File: src/rtl/mips_pkg.sv
// Shared constants and FSM encoding for the MIPS fetch front end.
package mips_pkg;
    localparam int          XLEN             = 32;
    localparam logic [31:0] PC_STEP          = 32'd4;
    localparam logic [31:0] DEFAULT_RESET_PC = 32'h0000_0000;

    typedef enum logic {
        SEQ   = 1'b0,
        JWAIT = 1'b1
    } pc_state_e;
endpackage

File: src/rtl/pc_register.sv
// Program counter storage: enabled load, asynchronous active-low reset to RESET_VAL.
module pc_register
    import mips_pkg::*;
#(
    parameter logic [XLEN-1:0] RESET_VAL = DEFAULT_RESET_PC
) (
    input  logic            Clk,
    input  logic            Rst_n,
    input  logic            i_load,
    input  logic [XLEN-1:0] i_d,
    output logic [XLEN-1:0] o_q
);
    logic [XLEN-1:0] r_q;

    always_ff @(posedge Clk or negedge Rst_n) begin
        if (!Rst_n)      r_q <= RESET_VAL;
        else if (i_load) r_q <= i_d;
    end

    assign o_q = r_q;
endmodule

File: src/rtl/pc_next_unit.sv
// Next-PC selection: JR/JALR, branches, and two-cycle J/JAL (target arrives a cycle late).
module pc_next_unit
    import mips_pkg::*;
#(
    parameter logic [31:0] RESET_PC = DEFAULT_RESET_PC
) (
    input  logic        Clk,
    input  logic        Rst_n,
    input  logic        En,
    input  logic        Jump,
    input  logic [27:0] JumpAddr28,
    input  logic        Branch,
    input  logic [31:0] BranchOff,
    input  logic        JumpReg,
    input  logic [31:0] RegAddr,
    output logic [31:0] PC,
    output logic [31:0] PCPlus4,
    output logic        Redirect,
    output logic        Busy,
    output logic        AddrErr
);
    pc_state_e   r_state, w_state_nxt;
    logic [3:0]  r_upper;
    logic        r_redirect, r_addr_err;
    logic        w_load, w_capture, w_redirect, w_addr_err;
    logic [31:0] w_pc_nxt;

    pc_register #(.RESET_VAL(RESET_PC)) u_pc (
        .Clk    (Clk),
        .Rst_n  (Rst_n),
        .i_load (w_load),
        .i_d    (w_pc_nxt),
        .o_q    (PC)
    );

    assign PCPlus4 = PC + PC_STEP;

    always_comb begin
        w_state_nxt = r_state;
        w_load      = 1'b0;
        w_pc_nxt    = PC;
        w_capture   = 1'b0;
        w_redirect  = 1'b0;
        w_addr_err  = 1'b0;
        case (r_state)
            SEQ: begin
                if (En) begin
                    if (JumpReg) begin
                        w_load     = 1'b1;
                        w_pc_nxt   = {RegAddr[31:2], 2'b00};
                        w_redirect = 1'b1;
                        w_addr_err = |RegAddr[1:0];
                    end else if (Branch) begin
                        w_load     = 1'b1;
                        w_pc_nxt   = PCPlus4 + BranchOff;
                        w_redirect = 1'b1;
                    end else if (Jump) begin
                        // PC holds; region bits are taken from the delay-slot address now.
                        w_capture   = 1'b1;
                        w_state_nxt = JWAIT;
                    end else begin
                        w_load   = 1'b1;
                        w_pc_nxt = PCPlus4;
                    end
                end
            end
            JWAIT: begin
                w_load      = 1'b1;
                w_pc_nxt    = {r_upper, JumpAddr28};
                w_redirect  = 1'b1;
                w_state_nxt = SEQ;
            end
            default: w_state_nxt = SEQ;
        endcase
    end

    always_ff @(posedge Clk or negedge Rst_n) begin
        if (!Rst_n) begin
            r_state    <= SEQ;
            r_upper    <= 4'h0;
            r_redirect <= 1'b0;
            r_addr_err <= 1'b0;
        end else begin
            r_state    <= w_state_nxt;
            r_redirect <= w_redirect;
            r_addr_err <= w_addr_err;
            if (w_capture) r_upper <= PCPlus4[31:28];
        end
    end

    assign Redirect = r_redirect;
    assign AddrErr  = r_addr_err;
    assign Busy     = (r_state == JWAIT);
endmodule

File: config.mk
export PLATFORM = sky130hd
export DESIGN_NAME = pc_next_unit
export DESIGN_NICKNAME = d
export VERILOG_FILES = /design/src/rtl/mips_pkg.sv /design/src/rtl/pc_register.sv /design/src/rtl/pc_next_unit.sv
export SDC_FILE = /design/constraint.sdc
export NUM_CORES = 1
export LEC_CHECK = 0
export BUFFER_PORTS_ARGS = -buffer_cell sky130_fd_sc_hd__buf_2
export CORE_MARGIN = 1
export CORE_UTILIZATION = 37
export DETAILED_ROUTE_END_ITERATION = 10
export HOLD_SLACK_MARGIN = 0.05
export SETUP_SLACK_MARGIN = 0.15
export SYNTH_ARGS = -nofsm -noshare
export SYNTH_HDL_FRONTEND = slang
export SYNTH_SLANG_ARGS = --single-unit
File: constraint.sdc
create_clock -name Clk -period 4.3 [get_ports Clk]
set_clock_uncertainty 0.15 [all_clocks]
set_input_delay 0.86 -clock Clk [delete_from_list [all_inputs] [get_ports Clk]]
set_output_delay 0.86 -clock Clk [all_outputs]
set_load 0.005 [all_outputs]
==> out/metrics.yaml <==
grt_pass1_vias: 4867
yosys-mux-area-fraction: 0.0157
utilization: 0.480
grt_pass1_wl_mm: 26.3
synth_top_family_by_area: "compound AO/OA/AOI/OAI gates"
setup_viol_count_final: 0
synth-main-ff-cell: "dfrtp_1"
ys_seq_elements: 39
antenna_found_initial: 1
yosysWarnings: 0
crit_path_end_kind: "flip-flop"
syn_area_per_cell_um2: 7.69
chipHeight_um: 113
final_cell_mix: "164 x buf_2, 75 x nand2_1, 62 x a21oi_1, 53 x nor2_1, 43 x o21ai_0"
via_per_inst: 5.71
hold_viol_final: 0
dpl_worst_slack_ns: 0.273
portBuffers: 164
p_per_area_nw_per_um2: 407
cp_slowest_cell: "dfrtp_1"
ant_nets: 0
p_int_mw: 1.30
p_leak_nw: 2.76
dr_total_vias: 5129
postPlaceCellArea_um2: 5530
synthXorXnorAreaFrac: 0.106
clockPowerShare: 0.194
cts_sinks: 39
synth_edf_count: 0
syn_to_final_growth_pct: 26.7
critPathBufInv: 0
start_util: 0.379
rsz0062_at_grt: "false"
start_kind: "flip-flop"
core_um2: 12000
cts_buffer_depth: 2
seq_power_share: 0.236
tightest_slew_ns: 1.06
crit_type: "reg -> reg"
drt-total-wl_mm: 17.3
cp.arrival_ns: 4.00
postLayoutCellArea_um2: 5750
relSlewSlack: 0.295
p_sw_frac: 0.443
mostFrequentLayoutCell: "buf_2"
period_needed_ns: 3.97
status: "finished, final reports clean"
ys_seq_area_frac: 0.215
nets: 887
tns_ns: 0
hold_path_depth: 2
hold_path.class: "reg -> reg"
synthAdderAreaFrac: 0.112
htree_levels: 2
pin_count: 165
grt_remaining_overflow: 0
drv_slew: 0
cts_root_buf: "clkbuf_16"
syn_area_um2: 4540
hpwl_mm: 13.1
cp_slowest_stage_delay_ns: 0.45
dieArea_um2: 12700
grt_start_max_net_pins: 64
wl_per_cell_um: 19.3
ys_types: 65
period_share: 0.924
worstPathCellList: "ha_2 > nand2_2 > nor2_1 > nand2_1 > xnor2_1 > ha_1 > and3_1 > and4bb_1 > a211oi_2 > a211oi_2 > a221oi_2 > o21a_1 > o21ai_1 > xor2_1 > o21a_1"
synthArstFlopShare: 1.00
drc: 0
fin_ws_ns: 0.325
place_congestion: 0.993
drt_iter0_drc: 279
tritoncts: "yes"
rr_worst_depth: 15
crit_family: "compound AO/OA/AOI/OAI gates"
clkTransAtPathRegs_ns: 0.07
syn_inst: 590
worst_skew_pair.late_latency_ns: 0.29
drt-pass1-iter-count: 4
path_depth: 15
synth_compound_area_frac: 0.286
drive_gt1_frac: 0.291
n_fill_cell: 1234
max_freq_mhz: 252
synth-simple-area-share: 0.226
ir_drop_uv: 146
track_usage: 0.268
num_rows: 40
drv_cap: 0
worstPathRequired_ns: 4.33
cts_made_buffers: 5
power_switching_mw: 1.04
cp_max_fo: 6
p_comb_frac: 0.570
synth_nets: 728
holdWs_ns: 0.332
die_width_um: 113
-- final cells by class --
class / instances / area (um^2) / area share
Sequential cell: 39 / 977 / 0.170
Tap cell: 147 / 184 / 0.0320
Clock buffer: 5 / 125 / 0.0218
Multi-Input combinational cell: 511 / 3420 / 0.596
Antenna cell: 1 / 2.50 / 0.000436
Timing Repair Buffer: 181 / 948 / 0.165
Clock inverter: 3 / 43.8 / 0.00762
Inverter: 11 / 41.3 / 0.00719
-- cells in the mapped netlist (2+ instances only) --
cell type   n  area share
nand4_1    13       0.018
o221ai_2    2      0.0066
o31a_1      2      0.0039
a21o_1     20       0.033
o21ai_0    43       0.047
nand2b_1    5      0.0069
a221oi_1    5      0.0097
a21oi_1    63       0.070
nand3_1    25       0.028
mux2i_1     6       0.013
ha_1       39        0.11
dfrtp_1    39        0.22
o31ai_1     3      0.0050
o21ai_1     3      0.0033
and2_1      3      0.0041
nand2_1    76       0.063
o21ai_2     2      0.0039
xor2_1     17       0.033
a211oi_1    8       0.013
nor2b_1     6      0.0083
o221ai_1    5      0.0097
nor3b_1     4      0.0066
inv_1      11      0.0091
or3_1       3      0.0041
a211oi_2    4       0.011
xnor2_1    36       0.070
buf_4       4      0.0066
and3_1      8       0.011
o22ai_1     2      0.0028
a31oi_1     4      0.0055
clkbuf_1   22       0.018
nand3b_1    2      0.0033
nor2_1     54       0.045
a21boi_0    2      0.0033
o211ai_1    8       0.013
o21a_1      6      0.0099
nor3_1      5      0.0055
nor4_1      3      0.0041
-- power by group through the flow --
stage / Sequential, mW / Clock [mW] / Combinational, mW
final: 0.552 / 0.454 / 1.33
after global routing: 0.566 / 0.478 / 1.45
after CTS: 0.549 / 0.459 / 1.31
after detailed placement: 0.555 / 0 / 1.30
after global placement: 0.552 / 0 / 1.29
after floorplan: 0.538 / 0 / 0.877
-- logic make-up (layout without fill, tap and decap cells) --
kind of cell             count (synthesis)  in the layout
AND/OR/NAND/NOR                        214            214
buffers and inverters                   40            200
XOR/XNOR                                54             54
adder cells (fa/ha/maj)                 40             40
other                                    0              1
flip-flops                              39             39
multiplexers                             7              7
AO/OA/AOI/OAI                          196            196
-- registers in the layout (all words and copies together) (netlist names) --
| name | flops |
|---|---|
| u_pc.o_q | 32 |
| r_upper | 4 |
| AddrErr | 1 |
| Busy | 1 |
| Redirect | 1 |
-- worst min-delay path: stages (launching register included) --
cell	delay (ns)
dfrtp_1	0.35
nand2_1	0.05
nand2_1	0.06
-- path summary, 6_finish.rpt --
| check | start | endpoint | slack (ns) |
|---|---|---|---|
| setup / recovery | u_pc.o_q[3]$_DFFE_PN0P_ | u_pc.o_q[30]$_DFFE_PN0P_ | 0.33 |
| hold / removal | r_upper[1]$_DFFE_PN0P_ | r_upper[1]$_DFFE_PN0P_ | 0.33 |
| setup reg to reg | u_pc.o_q[3]$_DFFE_PN0P_ | u_pc.o_q[30]$_DFFE_PN0P_ | 0.33 |
| hold reg to reg | r_upper[1]$_DFFE_PN0P_ | r_upper[1]$_DFFE_PN0P_ | 0.33 |
| max in group asynchronous | Rst_n | Busy$_DFF_PN0_ | 2.67 |
| min in group asynchronous | Rst_n | AddrErr$_DFF_PN0_ | 0.61 |
-- layer usage --
layer | part of all wire | wire length [um] | vias up | track usage
met5 | 0 | 0 | - | 0
met4 | 0.021 | 372 | 0 | 0.0827
met3 | 0.057 | 990 | 25 | 0.0348
met2 | 0.47 | 8100 | 197 | 0.449
met1 | 0.45 | 7870 | 2437 | 0.360
li1 | - | - | 2470 | -
-- what timing repair did --
item / CTS / global route
hold buffers: 0 / 0
resized for setup: 0 / 8
buffers inserted: 0 / 1
setup endpoints to repair: 0 / 8
-- metrics by stage --
step | total power, mW | instances
floorplan | 1.42 | 590
global placement | 1.84 | 888
detailed placement | 1.86 | 888
CTS | 2.32 | 896
global route | 2.50 | 898
finish | 2.34 | 898
Power figures use the tool's default switching activity.
